--- src/rtl/mips16_pkg.sv ---
// Shared MIPS16 definitions: datapath widths, opcode values and instruction field positions.
// Used by the decode stage and by the ALU/control blocks downstream.
package mips16_pkg;

  localparam int DATA_W = 16;
  localparam int ADDR_W = 2;
  localparam int NREG   = 4;
  localparam int IMM_W  = 8;

  localparam logic [3:0] OP_ADD  = 4'h0;
  localparam logic [3:0] OP_SUB  = 4'h1;
  localparam logic [3:0] OP_AND  = 4'h2;
  localparam logic [3:0] OP_OR   = 4'h3;
  localparam logic [3:0] OP_SLT  = 4'h4;
  localparam logic [3:0] OP_ADDI = 4'h5;
  localparam logic [3:0] OP_LW   = 4'h6;
  localparam logic [3:0] OP_SW   = 4'h7;
  localparam logic [3:0] OP_BEQ  = 4'h8;
  localparam logic [3:0] OP_BNE  = 4'h9;
  localparam logic [3:0] OP_NOP  = 4'hF;

  localparam int OP_HI  = 15;
  localparam int OP_LO  = 12;
  localparam int RS_HI  = 11;
  localparam int RS_LO  = 10;
  localparam int RT_HI  = 9;
  localparam int RT_LO  = 8;
  localparam int RD_HI  = 7;
  localparam int RD_LO  = 6;
  localparam int IMM_HI = 7;
  localparam int IMM_LO = 0;

  // dest_sel encoding: R-type writes rd, immediate forms write rt
  localparam logic DEST_RD = 1'b0;
  localparam logic DEST_RT = 1'b1;

  function automatic logic [NREG-1:0] onehot(input logic [ADDR_W-1:0] a);
    onehot    = '0;
    onehot[a] = 1'b1;
  endfunction

endpackage

--- src/rtl/id_decoder.sv ---
// Combinational opcode decoder: which source registers are read, whether and where a result
// is written, and the opcode passed on to EX (illegal opcodes collapse to OP_NOP).
module id_decoder
  import mips16_pkg::*;
(
  input  logic [3:0] op,
  output logic       uses_rs,
  output logic       uses_rt,
  output logic       has_dest,
  output logic       dest_sel,
  output logic [3:0] op_out
);

  always_comb begin
    uses_rs  = 1'b0;
    uses_rt  = 1'b0;
    has_dest = 1'b0;
    dest_sel = DEST_RD;
    op_out   = OP_NOP;
    case (op)
      OP_ADD, OP_SUB, OP_AND, OP_OR, OP_SLT: begin
        uses_rs  = 1'b1;
        uses_rt  = 1'b1;
        has_dest = 1'b1;
        dest_sel = DEST_RD;
        op_out   = op;
      end
      OP_ADDI, OP_LW: begin
        uses_rs  = 1'b1;
        has_dest = 1'b1;
        dest_sel = DEST_RT;
        op_out   = op;
      end
      OP_SW, OP_BEQ, OP_BNE: begin
        uses_rs  = 1'b1;
        uses_rt  = 1'b1;
        op_out   = op;
      end
      default: ;
    endcase
  end

endmodule

--- src/rtl/id_stage.sv ---
// Instruction-decode stage: drives regfile read addresses, tracks pending writes per register,
// stalls on RAW/WAW hazards, forwards same-cycle writeback data and holds the ID/EX register.
module id_stage
  import mips16_pkg::*;
(
  input  logic              clock,
  input  logic              reset,
  input  logic              if_valid,
  input  logic [DATA_W-1:0] if_instr,
  output logic              if_ready,
  output logic [ADDR_W-1:0] RR1,
  output logic [ADDR_W-1:0] RR2,
  input  logic [DATA_W-1:0] RD1,
  input  logic [DATA_W-1:0] RD2,
  input  logic              wb_regwrite,
  input  logic [ADDR_W-1:0] wb_wr,
  input  logic [DATA_W-1:0] wb_wd,
  output logic              ex_valid,
  input  logic              ex_ready,
  output logic [3:0]        ex_op,
  output logic [DATA_W-1:0] ex_a,
  output logic [DATA_W-1:0] ex_b,
  output logic [DATA_W-1:0] ex_imm,
  output logic [ADDR_W-1:0] ex_wr,
  output logic              ex_regwrite
);

  // Handshake: a transfer happens on a posedge where valid and ready are both high; a producer
  // holding valid keeps its payload stable until that edge, and ready never depends on a future cycle.

  logic              uses_rs, uses_rt, has_dest, dest_sel;
  logic [3:0]        op_out;
  logic [ADDR_W-1:0] rd, dest;
  logic [NREG-1:0]   busy, clr, busy_eff;
  logic              stall, accept;
  logic [DATA_W-1:0] fwd_a, fwd_b, imm_ext;

  assign RR1 = if_instr[RS_HI:RS_LO];
  assign RR2 = if_instr[RT_HI:RT_LO];
  assign rd  = if_instr[RD_HI:RD_LO];

  id_decoder u_decoder (
    .op       (if_instr[OP_HI:OP_LO]),
    .uses_rs  (uses_rs),
    .uses_rt  (uses_rt),
    .has_dest (has_dest),
    .dest_sel (dest_sel),
    .op_out   (op_out)
  );

  always_comb begin
    dest     = (dest_sel == DEST_RT) ? RR2 : rd;
    // A write landing this cycle retires its pending bit before the hazard check.
    clr      = wb_regwrite ? onehot(wb_wr) : '0;
    busy_eff = busy & ~clr;
    stall    = if_valid & ((uses_rs  & busy_eff[RR1]) |
                           (uses_rt  & busy_eff[RR2]) |
                           (has_dest & busy_eff[dest]));
    if_ready = ~stall & (~ex_valid | ex_ready);
    accept   = if_valid & if_ready;
    fwd_a    = (uses_rs && wb_regwrite && (wb_wr == RR1)) ? wb_wd : RD1;
    fwd_b    = (uses_rt && wb_regwrite && (wb_wr == RR2)) ? wb_wd : RD2;
    imm_ext  = {{(DATA_W-IMM_W){if_instr[IMM_HI]}}, if_instr[IMM_HI:IMM_LO]};
  end

  always_ff @(posedge clock or posedge reset) begin
    if (reset) begin
      busy        <= '0;
      ex_valid    <= 1'b0;
      ex_op       <= OP_NOP;
      ex_a        <= '0;
      ex_b        <= '0;
      ex_imm      <= '0;
      ex_wr       <= '0;
      ex_regwrite <= 1'b0;
    end else begin
      // Set after clear, so a register retired and re-claimed in one cycle stays busy.
      busy <= busy_eff | ((accept && has_dest) ? onehot(dest) : '0);
      if (accept) begin
        ex_valid    <= 1'b1;
        ex_op       <= op_out;
        ex_a        <= fwd_a;
        ex_b        <= fwd_b;
        ex_imm      <= imm_ext;
        ex_wr       <= has_dest ? dest : '0;
        ex_regwrite <= has_dest;
      end else if (ex_ready) begin
        ex_valid <= 1'b0;
      end
    end
  end

endmodule

--- config.mk ---
export PLATFORM = sky130hd
export DESIGN_NAME = id_stage
export DESIGN_NICKNAME = d
export VERILOG_FILES = /design/src/rtl/mips16_pkg.sv /design/src/rtl/id_decoder.sv /design/src/rtl/id_stage.sv
export SDC_FILE = /design/constraint.sdc
export NUM_CORES = 1
export LEC_CHECK = 0
export CORE_UTILIZATION = 39
export DETAILED_ROUTE_END_ITERATION = 6
export PLACE_DENSITY = 0.74
export SYNTH_ARGS = -nofsm -noshare
export SYNTH_HDL_FRONTEND = slang
export SYNTH_SLANG_ARGS = --single-unit
--- constraint.sdc ---
create_clock -name clock -period 1.9 [get_ports clock]
set_input_delay 0.285 -clock clock [delete_from_list [all_inputs] [get_ports clock]]
set_output_delay 0.285 -clock clock [all_outputs]
set_load 0.03 [all_outputs]
==> impl_results.md <==
- Status: complete, but fails checks
- Failing checks: setup timing
- Synth Area in Simple Gates: 0.06317
- R2r worst-path depth: 7
- Hold Fails Final Rpt: 0
- Global-route usage over all layers: 0.2042
- GR Overflow Total: 0
- Layout fillers: 580
- Critical path fanouts, max: 3
- DRT iter0 DRCs: 52
- Rel. slew slack: 0.7686
- DR vias: 2,385
- Slowest stage delay, CP: 400 ps
- CP bufs+invs: 2
- Largest net degree at the start of global routing: 24
- Row count: 31
- Initial core utilization: 0.4118
- Core Box Area: 0.007408 mm²
- Crit path from: wb_regwrite
- Worst hold-check path type: input port to asynchronous set/reset pin
- WHS: 254.5 ps
- Wirelength per Cell: 16.58 µm
- RSZ-0062 raised after global routing: yes
- Synth Flop Type: dfrtp_1
- MaxCap Viol Count: 0
- Setup Slack @ Placement: -889.3 ps
- Port Buffers: 131
- Post-Route WL: 8073 µm
- Post-synthesis mux area share: 0.3548
- Clock Tree Root: clkbuf_8
- Layout area overhead: 59.39%
- Drc violations: 0
- Worst Path Required: 1620 ps
- Sink Count: 52
- Slew Viols, Final: 0
- Startpoint type of the worst setup path: input port
- PwrDens: 1204 mW/mm²
- Most frequent cells in the layout: clkdlybuf4s50_1 (116), dfrtp_1 (48), mux2_4 (43)
- Max Clock Freq: 440.0 MHz
- Leading cell type in the layout, fill and taps excluded: clkdlybuf4s50_1
- CTS buffer count: 5
- TritonCTS clock tree: yes
- FF/Latch Area: 0.001306 mm²
- CP delay by family, top: compound AO/OA/AOI/OAI gates
- Die width: 90.44 µm
- Async S/R FF share, synth: 1.000
- Period utilization: 1.196
- Critical-path top delay cell: or3b_4
- Clock transition at path regs: 100 ps
- Fin nets: 458
- Worst skew pair latency: 310 ps
- Cells after Synth: 236
- Global-route wire length before repair: 13,080 µm
- CP Capture Type: output port
- Worst setup margin: -372.7 ps
- Worst r2r src: busy[0]
- GPL Wtd Cong: 0.9212
- CP arrival: 1990 ps
- Clk_skew: 11.01 ps
- Measured slew at the worst slew-check pin: 346.6 ps
- Post-DP Area: 0.004661 mm²
- Chip Height: 90.44 µm
- Post-Synth XOR/XNOR Area: 0.01436
- Crit-path cells: clkdlybuf4s15_2, or3b_4, o311ai_4, or4_4, o21ai_2, a221o_1, a21boi_2, buf_6
- Seq/Total Area, Yosys: 0.4282
- Count of cell types in the netlist: 44
- Final setup violation count: 53
- #FFs+latches synth: 52
- Fin crit period: 2273 ps
- Vias in the first global route: 2,518
- Worst ir drop on vdd: 0.6833 mV
- Combinational family with the most area after synthesis: multiplexers
- Leakage power total: 2.187 nW
- Antenna diode count: 0
- 1st-pass router iterations: 4
- Yosys warns: 0
- Design Area, Final: 0.004862 mm²
- I/O pin count: 132
- CTS HTree Levels: 2
- Multi-input gate area: 0.001630 mm²
- Syn nets: 307
- Number of flops mapped to enable cells by yosys: 0
- Power Total: 0.005854 W
- DP Wirelength: 6076 µm
- Layout cells sized above 1: 0.4021
- Syn Area/Cell: 12.93 µm²
- Compound-Gate Fraction of Synth Area: 0.06891
- Initial antenna violation count: 0
- Clock Path Buffers: 2
- FF-to-FF End: ex_imm[4]
- Post-Synthesis Cell Area: 0.003050 mm²
- Reg2reg setup slack: -280 ps
- Vias/cell: 4.897
- Post-Synth Adder-Cell Area: 0
- Antenna Nets Post-Route: 0
- Die area: 0.008179 mm²
- Critical path class: input port to output port
-- cell families (layout without fill, tap and decap cells) --
kind of cell | count (synthesis) | in the layout
multiplexers | 82 | 82
flip-flops | 52 | 52
AND/OR/NAND/NOR | 36 | 36
buffers and inverters | 32 | 184
AO/OA/AOI/OAI | 29 | 29
XOR/XNOR | 5 | 5
-- per-stage QoR --
stage               instances  utilization  setup TNS [ps]
detailed placement        475       0.6291          -44880
CTS                       487       0.6556          -12820
floorplan                 236            -          -15080
global placement          475       0.6291          -40350
finish                    487       0.6563          -13970
global route              487       0.6563          -17450
-- layer usage --
layer / global-route usage / wire length [µm] / vias up
met1: 0.2613 / 3568 / 1153
met4: 0.05780 / 141 / 0
met5: 0 / 0 / -
met3: 0.04040 / 366 / 11
li1: - / - / 1133
met2: 0.3499 / 3997 / 88
-- sequential cells by signal, summed over array words and instances, names as in the netlist --
signal / flops
ex_b: 16
ex_op: 4
busy: 4
ex_a: 16
ex_valid: 1
ex_wr: 2
ex_regwrite: 1
ex_imm: 8
-- power by group --
part	leakage, nW	switching [W]	total (W)	internal, W
combinational	1.52	0.00159	0.00328	0.00168
sequential	0.612	0.000267	0.00180	0.00154
clock	0.0548	0.000379	0.000776	0.000397
total	2.19	0.00224	0.00585	0.00361
-- cell usage after synthesis, types with 2 or more instances --
master	n	share of area
a21boi_0	2	0.0049
a21oi_1	7	0.011
a221o_1	2	0.0066
buf_4	13	0.032
buf_6	6	0.022
clkbuf_1	8	0.0098
dfrtp_1	48	0.39
dfstp_2	4	0.034
inv_1	4	0.0049
mux2_2	34	0.13
mux2_4	43	0.21
mux2i_1	4	0.013
nand2_1	11	0.014
nand2b_1	5	0.010
nand3_1	2	0.0033
nand3b_1	3	0.0074
nand4_1	2	0.0041
nor2_1	4	0.0049
nor2b_1	2	0.0041
o21ai_0	5	0.0082
xnor2_1	4	0.011
-- timing repair --
action                                  4_1_cts  5_1_grt
hold buffers                                  0        0
endpoints found under the setup margin       54       54
pin swaps                                     7        1
resized for setup                            39        4
setup buffers                                 4        0
-- worst max path at each step --
| stage | to | cells past startpoint |
|---|---|---|
| after floorplan | ex_a[0] | 9 |
| after global placement | ex_b[11] | 8 |
| after detailed placement | ex_a[7] | 8 |
| after CTS | if_ready | 7 |
| after global routing | if_ready | 7 |
| final | if_ready | 8 |
-- cell type report --
class                           count  share of cell area
Sequential cell                    52              0.2687
Multi-Input combinational cell    152              0.3353
Clock buffer                        5             0.01415
Inverter                            4            0.003088
Timing Repair Buffer              172              0.3438
Tap cell                           99             0.02548
Clock inverter                      3            0.009521
No activity file was read; power rests on OpenSTA's default activity.
